==> config.mk <==
export PLATFORM = sky130hd
export DESIGN_NAME = ifu_fetch
export DESIGN_NICKNAME = d
export VERILOG_FILES = /design/src/rtl/ifu_fetch_pkg.sv /design/src/rtl/ifu_fetch.sv
export SDC_FILE = /design/constraint.sdc
export NUM_CORES = 1
export LEC_CHECK = 0
export ABC_CLOCK_PERIOD_IN_PS = 2100
export BUFFER_PORTS_ARGS = -buffer_cell sky130_fd_sc_hd__buf_2
export CAP_MARGIN = 20
export CELL_PAD_IN_SITES_DETAIL_PLACEMENT = 1
export CELL_PAD_IN_SITES_GLOBAL_PLACEMENT = 1
export CORE_UTILIZATION = 35
export CTS_CLUSTER_DIAMETER = 200
export CTS_CLUSTER_SIZE = 24
export DETAILED_ROUTE_END_ITERATION = 16
export GPL_TIMING_DRIVEN = 1
export PLACE_DENSITY = 0.91
export RECOVER_POWER = 25
export SKIP_CTS_REPAIR_TIMING = 1
export SYNTH_ARGS = -nofsm -noshare
export SYNTH_HDL_FRONTEND = slang
export SYNTH_SLANG_ARGS = --single-unit
==> constraint.sdc <==
create_clock -name clk -period 2.1 [get_ports clk]
set_input_delay 0.315 -clock clk [delete_from_list [all_inputs] [get_ports clk]]
set_output_delay 0.315 -clock clk [all_outputs]
set_load 0.1 [all_outputs]
==> src/rtl/ifu_fetch_pkg.sv <==
// Shared types and constants for the instruction fetch stage.
package ifu_fetch_pkg;

   localparam logic [31:0] DEFAULT_RESET_PC = 32'h8000_0000;

   localparam logic [1:0] FC_NONE     = 2'd0;
   localparam logic [1:0] FC_MISALIGN = 2'd1;
   localparam logic [1:0] FC_ACCESS   = 2'd2;

   localparam logic [1:0] RESP_OKAY = 2'b00;

   typedef enum logic [2:0] {
      F_REQ,
      F_WAIT,
      F_ISSUE,
      F_EXEC,
      F_FAULT,
      F_HALT
   } fetch_state_e;

endpackage

==> src/rtl/ifu_fetch.sv <==
// Multicycle instruction fetch: one outstanding imem read per instruction,
// hands the word to decode with a one-cycle valid pulse, waits for retirement.
module ifu_fetch
   import ifu_fetch_pkg::*;
#(
   parameter int unsigned     XLEN     = 32,
   parameter logic [XLEN-1:0] RESET_PC = XLEN'(DEFAULT_RESET_PC)
) (
   input  logic            clk,
   input  logic            rst,
   output logic [XLEN-1:0] pc,
   output logic [XLEN-1:0] real_ins,
   output logic            ifu_valid,
   input  logic            idu_ready,
   input  logic [XLEN-1:0] next_pc,
   output logic            imem_arvalid,
   output logic [XLEN-1:0] imem_araddr,
   input  logic            imem_arready,
   input  logic            imem_rvalid,
   input  logic [XLEN-1:0] imem_rdata,
   input  logic [1:0]      imem_rresp,
   output logic            imem_rready,
   output logic            fetch_fault,
   output logic [1:0]      fault_cause,
   output logic [31:0]     fetch_count
);

   fetch_state_e    state_q, state_d;
   logic [XLEN-1:0] pc_q, pc_d;
   logic [XLEN-1:0] ins_q, ins_d;
   logic [31:0]     count_q, count_d;
   logic            fault_q, fault_d;
   logic [1:0]      cause_q, cause_d;
   // Cause latched on entry to F_FAULT, published together with the sticky flag.
   logic [1:0]      pend_q, pend_d;
   logic            pc_aligned;

   assign pc_aligned = (pc_q[1:0] == 2'b00);

   // Next-state logic for the fetch FSM and its datapath registers.
   always_comb begin
      state_d = state_q;
      pc_d    = pc_q;
      ins_d   = ins_q;
      count_d = count_q;
      fault_d = fault_q;
      cause_d = cause_q;
      pend_d  = pend_q;
      case (state_q)
         F_REQ: begin
            if (!pc_aligned) begin
               pend_d  = FC_MISALIGN;
               state_d = F_FAULT;
            end else if (imem_arready) begin
               state_d = F_WAIT;
            end
         end
         F_WAIT: begin
            if (imem_rvalid) begin
               if (imem_rresp != RESP_OKAY) begin
                  pend_d  = FC_ACCESS;
                  state_d = F_FAULT;
               end else begin
                  ins_d   = imem_rdata;
                  state_d = F_ISSUE;
               end
            end
         end
         F_ISSUE: state_d = F_EXEC;
         F_EXEC: begin
            if (idu_ready) begin
               pc_d    = next_pc;
               count_d = count_q + 32'd1;
               state_d = F_REQ;
            end
         end
         F_FAULT: begin
            fault_d = 1'b1;
            cause_d = pend_q;
            state_d = F_HALT;
         end
         F_HALT:  state_d = F_HALT;
         default: state_d = F_HALT;
      endcase
   end

   // State and datapath registers, asynchronously reset.
   always_ff @(posedge clk or negedge rst) begin
      if (!rst) begin
         state_q <= F_REQ;
         pc_q    <= RESET_PC;
         ins_q   <= '0;
         count_q <= '0;
         fault_q <= 1'b0;
         cause_q <= FC_NONE;
         pend_q  <= FC_NONE;
      end else begin
         state_q <= state_d;
         pc_q    <= pc_d;
         ins_q   <= ins_d;
         count_q <= count_d;
         fault_q <= fault_d;
         cause_q <= cause_d;
         pend_q  <= pend_d;
      end
   end

   assign pc          = pc_q;
   assign real_ins    = ins_q;
   assign imem_araddr = pc_q;
   assign fetch_fault = fault_q;
   assign fault_cause = cause_q;
   assign fetch_count = count_q;
   assign ifu_valid   = (state_q == F_ISSUE);
   assign imem_rready = (state_q == F_WAIT);
   // Reset parks the FSM in F_REQ, so the request must be masked while rst is held low.
   assign imem_arvalid = rst && (state_q == F_REQ) && pc_aligned;

endmodule

# Word-level counts from Yosys, hierarchy flattened

Cells that the tools add are included.

Add/subtract/negate cells: 1
Equal/unequal tests: 9
Mux-type cells: 10
Bitwise operators: 1
Reductions and logical operators: 10

Operator list:

| operator                                             | number |
|---|---|
| adder 32 x 1 -> 32 bit (second input constant)       | 1 |
| two-way mux 3 bit                                    | 5 |
| case mux 3 bit (4 select lines)                      | 1 |
| equality test 3 x 2 -> 1 bit (second input constant) | 2 |
| two-way mux 2 bit                                    | 3 |
| != test 2 bit (second input constant)                | 3 |
| AND reduction 3 bit                                  | 2 |
| case mux 2 bit (2 select lines)                      | 1 |
| AND reduction 4 bit                                  | 1 |
| nonzero test 2 bit                                   | 2 |
| equality test 3 x 1 -> 1 bit (second input constant) | 1 |
| equality test 3 bit (second input constant)          | 1 |
| logical NOT 3 bit                                    | 1 |
| != test 3 bit (second input constant)                | 1 |
| logical AND 1 bit                                    | 2 |
| logical NOT 2 bit                                    | 1 |
| != test 2 x 1 -> 1 bit (second input constant)       | 1 |
| AND reduction 2 bit                                  | 1 |
| inverter 1 bit                                       | 1 |

Register bits after elaboration: 104
Input port bits: 71
Output and inout port bits: 134

# Depth between registers and ports, before layout

Gate-level depths: netlist (run 1).

Depth in word-level cells: 4
Depth in mapped cells: 6

# Least setup slack after synthesis (run 1)

Ideal clock, no wire load.

Path type: reg2out
Start: register state_q[0]
End: output port ifu_valid
Arrival: 2.830 ns
Required time: 1.785 ns
Slack: -1.045 ns
Stages on the path, launching flop included: 3
Path through: dfrtp_1 -> clkbuf_1 -> nor3b_1

Longest elaborated chain between the ends: 1

Ends and longest elaborated chain:

| item                         | line             | source |
|---|---|---|
| start: declaration           | ifu_fetch.sv:28  | `fetch_state_e state_q, state_d;` |
| start signal: assignment     | ifu_fetch.sv:98  | `state_q <= state_d;` |
| equality test 3 x 2 -> 1 bit | ifu_fetch.sv:114 | `assign ifu_valid = (state_q == F_ISSUE);` |
| end: declaration             | ifu_fetch.sv:13  | `output logic ifu_valid,` |

No other way between the ends.

# Worst setup path after layout (run 1)

Start: register state_q[2]
End: output port imem_arvalid

Longest elaborated chain between the ends: 3

Ends and longest elaborated chain:

| item                           | line             | source |
|---|---|---|
| logical NOT 3 bit              | ifu_fetch.sv:117 | `assign imem_arvalid = rst && (state_q == F_REQ) && pc_aligned;` |
| logical AND 1 bit (2 in a row) | ifu_fetch.sv:117 |  |
| end: declaration               | ifu_fetch.sv:16  | `output logic imem_arvalid,` |

No other way between the ends.

==> results of run 1 <==
## report_power, final
group | total (W) | switching, W | leakage [nW] | internal (W)
clock network | 0.00165 | 0.000726 | 0.136 | 0.000926
logic | 0.000111 | 0.0000625 | 1.85 | 0.0000489
registers | 0.00200 | 0 | 1.39 | 0.00200
## through the flow
stage | total power, W | worst slack [ps] | hold slack (ps) | area [sq um]
2_1_floorplan | 0.00205 | -48.1 | 19.4 | 4550
3_3_place_gp | 0.00215 | 299 | 441 | 5540
3_5_place_dp | 0.00216 | 206 | 456 | 5540
4_1_cts | 0.00382 | -40.6 | 81.4 | 5840
5_1_grt | 0.00391 | -15.7 | 158 | 5830
6_report | 0.00377 | 74.1 | 166 | 5830
## worst max-delay path: cells and delay by family, from the launching register on
kind	cells	cell delay, ps
simple gates	3	740
buf+inv	1	160
flops	1	460
## logic make-up (layout without fill, tap and decap cells)
group | Yosys count | in the layout
compound gates | 8 | 8
xor+xnor | 31 | 31
fa+ha+maj | 1 | 1
buf+inv | 48 | 226
flops | 104 | 104
mux | 35 | 35
simple gates | 180 | 180
## state kept, by name (all words and copies together) (netlist names)
signal	count
fetch_count	32
imem_araddr	32
real_ins	32
state_q	3
fault_cause	2
pend_q	2
fetch_fault	1
## cells in the mapped netlist
master and n:
inv_1 1, o21bai_1 1, nand2b_1 1, nand4_1 16, nand4b_4 1, nor3b_1 4, a211oi_1 1, and4b_1 1
o21ai_0 3, dfstp_2 1, and4_1 7, buf_6 1, xnor2_1 25, nor4_4 2, mux2_2 35, xor2_1 6
and3_1 8, dfrtp_1 103, buf_2 3, ha_1 1, nor2_1 8, nand3_1 6, buf_4 33, or2_2 4
nor3_1 3, clkbuf_1 9, a21oi_1 3, and2_1 5, buf_1 1, nand2_1 114
## cell type report
type / instances / area (sq um)
clock buffer: 11 / 233
clock inverter: 5 / 58.8
fill: 1488 / 6790
inverter: 1 / 3.75
multi-input combinational: 255 / 1630
sequential: 104 / 2630
tap: 172 / 215
timing repair buffer: 209 / 1070
## routing by layer
metal	vias to the layer above	wire, um
met5	-	0
met4	0	220
li1	1659	-
met2	144	6020
met3	17	844
met1	1756	4650
## worst max-delay path by stage
stage	start	to	slack, ps	depth (start not counted)
5_1_grt	state_q[2]	imem_arvalid	-20	4
3_5_place_dp	state_q[1]	fetch_count[26]	210	4
6_report	state_q[2]	imem_arvalid	70	4
4_1_cts	state_q[1]	imem_arvalid	-40	4
2_1_floorplan	state_q[0]	ifu_valid	-50	2
3_3_place_gp	state_q[2]	fetch_count[30]	300	4
==> impl_metrics.csv, run 1 <==
group,metric,value,unit
synthesis,synth_top_cell_by_area,"dfrtp_1",
synthesis,synth_top_family_by_area,"simple AND/OR/NAND/NOR gates",
sta,slew-limit-headroom,3.91,%
floorplan,rows,41,
sta,skew,14.2,ps
run_status,run_status,"completed",
critical_path,worstReg2RegStart,"state_q[2]",
floorplan,ios,205,
global_routing,use_met2,31.1,%
synthesis,synth_nets,479,
finish,final_common_cell,"buf_2",
critical_path,max_stage_delay,460,ps
min_path,holdPathStages,3,
synthesis,syn_area_per_cell,11.1,sq um
critical_path,worstPathCellList,"or2_2, nor3_4, and2_4, buf_12",
clocking,numCtsBuffers,9,
global_routing,track_usage,17.7,%
sta,fin_setup_tns,0,ps
synthesis,synth.area.top_cells,"dfrtp_1 (57%), nand2_1 (9.5%), mux2_2 (8.7%)",
synthesis,yosys_register_bits,104,
detailed_routing,drt_iter0_markers,97,
synthesis,synthSimpleGateAreaFrac,19.5,%
finish,antenna_cells,0,
floorplan,start_util,35.9,%
global_routing,grt_pass1_vias,3647,
critical_path,arrival,1710,ps
synthesis,ys_seq_area_share,57.5,%
finish,final_util,46.2,%
synthesis,synth_top_area_share,57.0,%
finish,syn_to_final_growth,28.9,%
global_routing,grt_start_max_net_pins,105,
floorplan,die_h,116,um
sta,min_period_over_period,96.5,%
synthesis,synth_xor_area_share,6.00,%
synthesis,synth_area,0.00453,sq mm
critical_path,slowest_stage,"dfrtp_2",
detailed_routing,viasPerCell,4.72,
clocking,clock-root-buffer,"clkbuf_16",
critical_path,reg2reg_depth,4,
critical_path,startpoint_type,"register",
finish,nets,652,
clocking,clk_latency,340,ps
min_path,min_from,"next_pc[31]",
min_path,worstHoldEndpoint,"imem_araddr[31]",
power,power.leakage,3.37,nW
clocking,numClockSinks,104,
detailed_routing,wl_per_cell,15.5,um
sta,hold_viol,0,
finish,final_cell_count_no_fill,757,
global_routing,busiest_layer,"met2",
synthesis,yosysUniqueCellTypes,30,
floorplan,fp.dieW,116,um
floorplan,die_area,0.0134,sq mm
clocking,h-tree-depth,3,
synthesis,syn_inst,407,
power,irDropWorstVdd,0.000289,V
finish,layout-drive-gt1-share,48.7,%
critical_path,reg2reg_slack,240,ps
placement,hpwl,8750,um
sta,period_minus_slack,2030,ps
run,cap_violations,0,
clocking,clk_pin_slew,80,ps
sta,fmax,0.494,GHz
critical_path,worstPathMaxFanout,9,
global_routing,grt_antenna_before_repair,0,
floorplan,core_area,0.0126,sq mm
critical_path,worstSetupPathType,"reg -> out",
placement,portBuffers,204,
synthesis,yosys_warnings,0,
detailed_routing,dr.pass1.iters,4,
finish,final_cell_mix,"buf_2 (202), nand2_1 (114), dfrtp_1 (86)",
placement,place.gp.congestion,0.763,
synthesis,synth-compound-area-share,0.995,%
min_path,hold_path_class,"in -> reg",
global_routing,overflow,0,
critical_path,cp-end-kind,"output port",
sta,tightest_slew,1440,ps
global_routing,use_met1,20.6,%
critical_path,critical_path_required,1780,ps
detailed_routing,antenna_left,0,
detailed_routing,wirelength,11700,um
critical_path,timing.rr.end,"fetch_count[25]",
clocking,cts_tree,"yes",
detailed_routing,vias,3576,
clocking,cts_buffer_depth,2,
global_routing,grt_util_met3,4.65,%
sta,drv_slew,0,
detailed_routing,drc,0,
placement,place_inst,741,
synthesis,synth.mux.area_fraction,8.71,%
sta,setup_violations,0,
power,power_density,645,mW/mm^2
global_routing,grt_pass1_wl,18200,um
synthesis,synth-adder-area-share,0.276,%
(Power assumes the default switching activity.)
==> run 2: changes to the inputs <==
CORE_UTILIZATION = 36   (was 35)
CTS_BUF_LIST = sky130_fd_sc_hd__clkbuf_2   (was not set)
PLACE_DENSITY = 0.93   (was 0.91)
SKIP_CTS_REPAIR_TIMING = not set   (was 1)
==> run 2 against run 1 <==
  * The run now ends with setup timing left
  * Maximum frequency down 5.9%
  * Register-to-register slack worse by 30 ps
  * Combinational power up 99%
  * Total power down 18%
  * Clock power down 48%
  * Worst hold slack worse by 44 ps
  * Sequential power about the same
  * Global-route usage up 5.4 points
  * Utilization up 6.8 points
  * Sequential cell count unchanged
  * Count of clock-buffer cells in the layout down 1
  * First-iteration DRC count up 96%
==> impl_metrics.csv, run 2 (synthesis gave the netlist of run 1 again) <==
group,metric,value,unit
global_routing,grt_pass1_wl,22600,um
power,power.leakage,3.65,nW
floorplan,core_area,0.0121,sq mm
detailed_routing,drc,0,
clocking,numClockSinks,104,
critical_path,timing.rr.end,"fetch_count[26]",
sta,hold_viol,0,
run_status,run_status,"finished, violations left",
placement,portBuffers,204,
critical_path,worstReg2RegStart,"state_q[2]",
sta,fmax,0.465,GHz
global_routing,track_usage,23.0,%
sta,fin_setup_tns,-52.2,ps
global_routing,grt_antenna_before_repair,0,
power,combPwrFrac,7.2,%
power,p_clk_share,27.6,%
placement,dp_slack,150,ps
sta,timing.final.ws_setup,-52.2,ps
critical_path,crit_buf_inv,1,
min_path,hold_path_class,"in -> reg",
floorplan,rows,40,
floorplan,fp.dieW,114,um
min_path,min_from,"idu_ready",
critical_path,worstSetupPathType,"reg -> out",
finish,nets,729,
power,irDropWorstVdd,0.000357,V
floorplan,ios,205,
sta,skew,44.3,ps
detailed_routing,dr.pass1.iters,4,
min_path,holdPathStages,3,
critical_path,max_stage_delay,490,ps
min_path,worstHoldEndpoint,"fetch_count[0]",
power,sw_frac_of_total,25.1,%
clocking,h-tree-depth,3,
critical_path,reg2reg_slack,210,ps
run,cap_violations,0,
detailed_routing,vias,3914,
finish,final_cell_mix,"buf_2 (200), nand2_1 (114), dfrtp_1 (85)",
global_routing,grt_start_max_net_pins,105,
sta,slew-limit-headroom,5.04,%
clocking,numCtsBuffers,9,
power,internal-power,0.00231,W
finish,antenna_cells,0,
sta,period_minus_slack,2150,ps
critical_path,critical_path_required,1780,ps
power,p_seq_share,65.2,%
critical_path,reg2reg_depth,5,
finish,layout-drive-gt1-share,45.2,%
detailed_routing,viasPerCell,4.72,
critical_path,worstPathMaxFanout,4,
clocking,clk_pin_slew,280,ps
sta,tightest_slew,1420,ps
clocking,clk_latency,600,ps
global_routing,overflow,0,
clocking,cts_buffer_depth,2,
finish,final_common_cell,"buf_2",
floorplan,die_h,114,um
critical_path,cp-end-kind,"output port",
detailed_routing,drt_iter0_markers,190,
detailed_routing,wl_per_cell,17.6,um
critical_path,startpoint_type,"register",
finish,fillCellCount,1377,
detailed_routing,antenna_left,0,
placement,place.gp.congestion,0.785,
run_status,violations,"setup timing",
placement,hpwl,8660,um
critical_path,worstPathCellList,"or2_4, nor3_4, and2_4, buf_12",
floorplan,start_util,37.4,%
clocking,clock-root-buffer,"clkbuf_2",
clocking,cts_tree,"yes",
power,power_density,480,mW/mm^2
sta,drv_slew,0,
floorplan,die_area,0.0130,sq mm
detailed_routing,wirelength,14600,um
finish,syn_to_final_growth,41.9,%
power,power.net_switching,0.000773,W
sta,min_period_over_period,102,%
critical_path,slowest_stage,"dfrtp_2",
critical_path,cpLargestDelayFamily,"simple AND/OR/NAND/NOR gates",
sta,setup_violations,1,
sta,rsz0062_at_grt,"yes",
global_routing,grt_pass1_vias,4267,
critical_path,arrival,1840,ps
==> run 2: cell count changes in the layout (fill, tap and decap cells not counted), moves of 2 or more <==
| cell | delta |
|---|---|
| clkbuf_16 | -9 |
| buf_4 | +10 |
| or2_2 | -2 |
| or2_4 | +2 |
| clkbuf_2 | +10 |
| dlygate4sd3_1 | +68 |
| buf_2 | -2 |
| clkbuf_1 | -3 |
==> run 2: routing by layer <==
metal / global-route usage [%] / part of all wire, % / wire (um) / vias up
met5: 0 / 0 / 0 / -
met4: 10.4 / 2.9 / 430 / 0
met3: 5.51 / 5.9 / 862 / 31
met2: 42.6 / 53 / 7800 / 162
met1: 24.8 / 38 / 5550 / 1911
li1: - / - / - / 1810
==> run 2: worst reg2reg max path, delay by kind of cell, from the launching register on <==
| family | cells | cell delay (ps) |
|---|---|---|
| simple gates | 3 | 1030 |
| flops | 1 | 490 |
| xor+xnor | 1 | 180 |
| buf+inv | 1 | 170 |
==> run 2: worst max-delay path by stage <==
stage	start	end	slack [ps]	depth (start not counted)
CTS	imem_araddr[0]	imem_arvalid	-120	4
detailed placement	state_q[1]	fetch_count[26]	150	4
global route	state_q[2]	imem_arvalid	-150	4
finish	state_q[2]	imem_arvalid	-50	4
global placement	state_q[2]	fetch_count[30]	260	4
floorplan	state_q[0]	ifu_valid	-50	2
==> run 2: area by class of cell <==
type / count / area (sq um) / area share (%)
Clock buffer: 10 / 50.0 / 0.779
Tap cell: 168 / 210 / 3.27
Clock inverter: 6 / 43.8 / 0.682
Sequential cell: 104 / 2630 / 40.9
Timing Repair Buffer: 286 / 1850 / 28.8
Inverter: 1 / 3.75 / 0.0584
Multi-Input combinational cell: 255 / 1640 / 25.5
==> run 2: power by group through the flow <==
| stage | registers [W] | logic, W | clock network [W] |
|---|---|---|---|
| detailed placement | 0.00204 | 0.000118 | 0 |
| global route | 0.00201 | 0.000240 | 0.000974 |
| floorplan | 0.00204 | 0.00000526 | 0 |
| CTS | 0.00201 | 0.000216 | 0.000904 |
| global placement | 0.00204 | 0.000113 | 0 |
| finish | 0.00201 | 0.000221 | 0.000851 |
==> run 2: repair_timing <==
item,in CTS,in global routing
hold endpoints to repair,169,0
endpoints found under the setup margin,3,5
gates resized for setup,14,2
pin swaps,4,1
hold buffers,68,0
buffers inserted,7,1
==> run 2: per-stage QoR <==
stage / utilization, % / cell area (sq um) / hold slack [ps] / total power (W) / instances
final: 53.0 / 6420 / 122 / 0.00308 / 830
after global routing: 53.0 / 6420 / 88.8 / 0.00322 / 830
after CTS: 53.0 / 6420 / 20.4 / 0.00313 / 829
after detailed placement: 45.8 / 5550 / 465 / 0.00216 / 738
after global placement: 45.8 / 5550 / 447 / 0.00215 / 738
after floorplan: - / 4550 / 19.4 / 0.00205 / 407
==> run 3: changes to the inputs <==
ABC_CLOCK_PERIOD_IN_PS = 2600   (was 2100)
CORE_UTILIZATION = 39   (was 36)
PLACE_DENSITY = 0.95   (was 0.93)
SLEW_MARGIN = 20   (was not set)
clock period = 2.6 ns   (was 2.1 ns; I/O delays follow)
==> run 3 against run 2 <==
  * The flow now finishes without violations
  * Combinational power decreased by 29%
  * Sequential cell count unchanged
  * Clock power decreased by 8.1%
  * Sequential share of layout area increased by 1.6 points
  * Critical endpoint is now imem_rready
  * Largest cell class unchanged
  * Largest power group unchanged
==> impl_metrics.csv, run 3 (synthesis gave the netlist of run 1 again) <==
group,metric,value,unit
finish,final_common_cell,"buf_2",
floorplan,fp.dieW,110,um
power,power_density,418,mW/mm^2
run,cap_violations,0,
critical_path,timing.rr.end,"fetch_count[26]",
global_routing,overflow,0,
min_path,hold_path_class,"in -> reg",
floorplan,start_util,40.9,%
clocking,cts_tree,"yes",
detailed_routing,vias,3871,
min_path,worstHoldEndpoint,"real_ins[19]",
finish,nets,708,
detailed_routing,drt_iter0_markers,158,
detailed_routing,wirelength,14500,um
clocking,clk_pin_slew,280,ps
sta,fmax,0.411,GHz
finish,syn_to_final_growth,35.5,%
floorplan,core_area,0.0111,sq mm
sta,slew-limit-headroom,12.2,%
global_routing,use_met2,45.1,%
sta,setup_violations,0,
critical_path,worstPathMaxFanout,6,
sta,fin_setup_tns,0,ps
critical_path,worstReg2RegStart,"state_q[0]",
placement,dp_slack,519,ps
power,irDropWorstVdd,0.000220,V
min_path,holdPathStages,2,
global_routing,track_usage,24.5,%
sta,hold_viol,0,
clocking,h-tree-depth,3,
global_routing,busiest_layer,"met2",
detailed_routing,wl_per_cell,18.5,um
floorplan,rows,38,
critical_path,reg2reg_depth,4,
detailed_routing,viasPerCell,4.95,
power,power.leakage,3.56,nW
detailed_routing,dr.pass1.iters,4,
sta,skew,41.1,ps
global_routing,grt_antenna_before_repair,1,
clocking,numClockSinks,104,
sta,period_minus_slack,2430,ps
critical_path,critical_path_required,2210,ps
min_path,min_from,"imem_rdata[19]",
sta,drv_slew,0,
placement,place.gp.congestion,0.813,
placement,place_inst,709,
critical_path,cp-end-kind,"output port",
placement,hpwl,9230,um
critical_path,worstSetupPathType,"reg -> out",
floorplan,die_h,110,um
sta,timing.final.ws_setup,165,ps
sta,min_period_over_period,93.6,%
global_routing,grt_pass1_vias,4220,
critical_path,arrival,2040,ps
detailed_routing,antenna_left,0,
clocking,clock-root-buffer,"clkbuf_2",
sta,tightest_slew,1320,ps
placement,portBuffers,204,
finish,fillCellCount,1256,
finish,final_cell_mix,"buf_2 (202), nand2_1 (114), dfrtp_1 (101)",
critical_path,reg2reg_slack,510,ps
sta,rsz0062_at_grt,"no",
global_routing,use_met1,25.8,%
sta,hold_ws,62.3,ps
run_status,run_status,"completed",
clocking,clk_latency,580,ps
detailed_routing,drc,0,
power,total_power,0.00256,W
global_routing,grt_start_max_net_pins,54,
critical_path,startpoint_type,"register",
global_routing,grt_pass1_wl,21900,um
global_routing,grt_util_met3,6.11,%
finish,final_cell_count_no_fill,782,
finish,layout-drive-gt1-share,42.3,%
clocking,cts_buffer_depth,2,
floorplan,die_area,0.0120,sq mm
clocking,numCtsBuffers,9,
floorplan,ios,205,
## run 3: changes by cell type in the layout (fill, tap and decap cells not counted), moves of 9 or more
cell,delta
dfrtp_1,+16
dfrtp_2,-16
dlygate4sd3_1,-14
buf_4,-9
## run 3: layout make-up
| class | count | area (sq um) | share of cell area [%] |
|---|---|---|---|
| multi-input combinational | 255 | 1620 | 26.4 |
| clock inverter | 7 | 70.1 | 1.14 |
| sequential | 104 | 2610 | 42.5 |
| timing repair buffer | 265 | 1610 | 26.3 |
| clock buffer | 9 | 45.0 | 0.734 |
| inverter | 1 | 3.75 | 0.0612 |
| antenna | 1 | 2.50 | 0.0408 |
| tap | 140 | 175 | 2.86 |
## run 3: through the flow
stage | util, % | area, sq um
after floorplan | - | 4530
after global placement | 49.2 | 5460
after detailed placement | 49.2 | 5460
after CTS | 55.2 | 6120
after global routing | 55.4 | 6130
final | 55.4 | 6130
## run 3: per-layer routing
layer  share of wire [%]  up-vias
li1                    -     1776
met1                  37     1884
met2                  52      176
met3                 7.9       35
met4                 3.0        0
met5                   0        -
## run 3: what timing repair did
item	4_1_cts	5_1_grt
hold buffers	54	0
setup buffers	0	2
cloned	0	0
setup endpoints to repair	1	1
resized for setup	4	1
hold endpoints to repair	156	0
## run 3: how the worst max path moves through the flow
stage	start	endpoint	depth (start not counted)
3_3_place_gp	state_q[1]	imem_arvalid	4
4_1_cts	state_q[1]	imem_arvalid	4
3_5_place_dp	state_q[1]	imem_arvalid	4
2_1_floorplan	imem_araddr[1]	imem_arvalid	3
5_1_grt	state_q[1]	imem_rready	4
6_report	state_q[1]	imem_rready	4
## run 3: worst max-delay path: stages, from the launching register on
cell and delay (ps):
dfrtp_2 520, buf_4 160, nor2_1 210, and2_1 170, buf_2 420
## run 3: report_power, final
group	switching [W]	total, W	internal, W
Clock	0.000557	0.000782	0.000225
Sequential	0	0.00162	0.00162
Combinational	0.0000655	0.000158	0.0000927
Total	0.000623	0.00256	0.00194
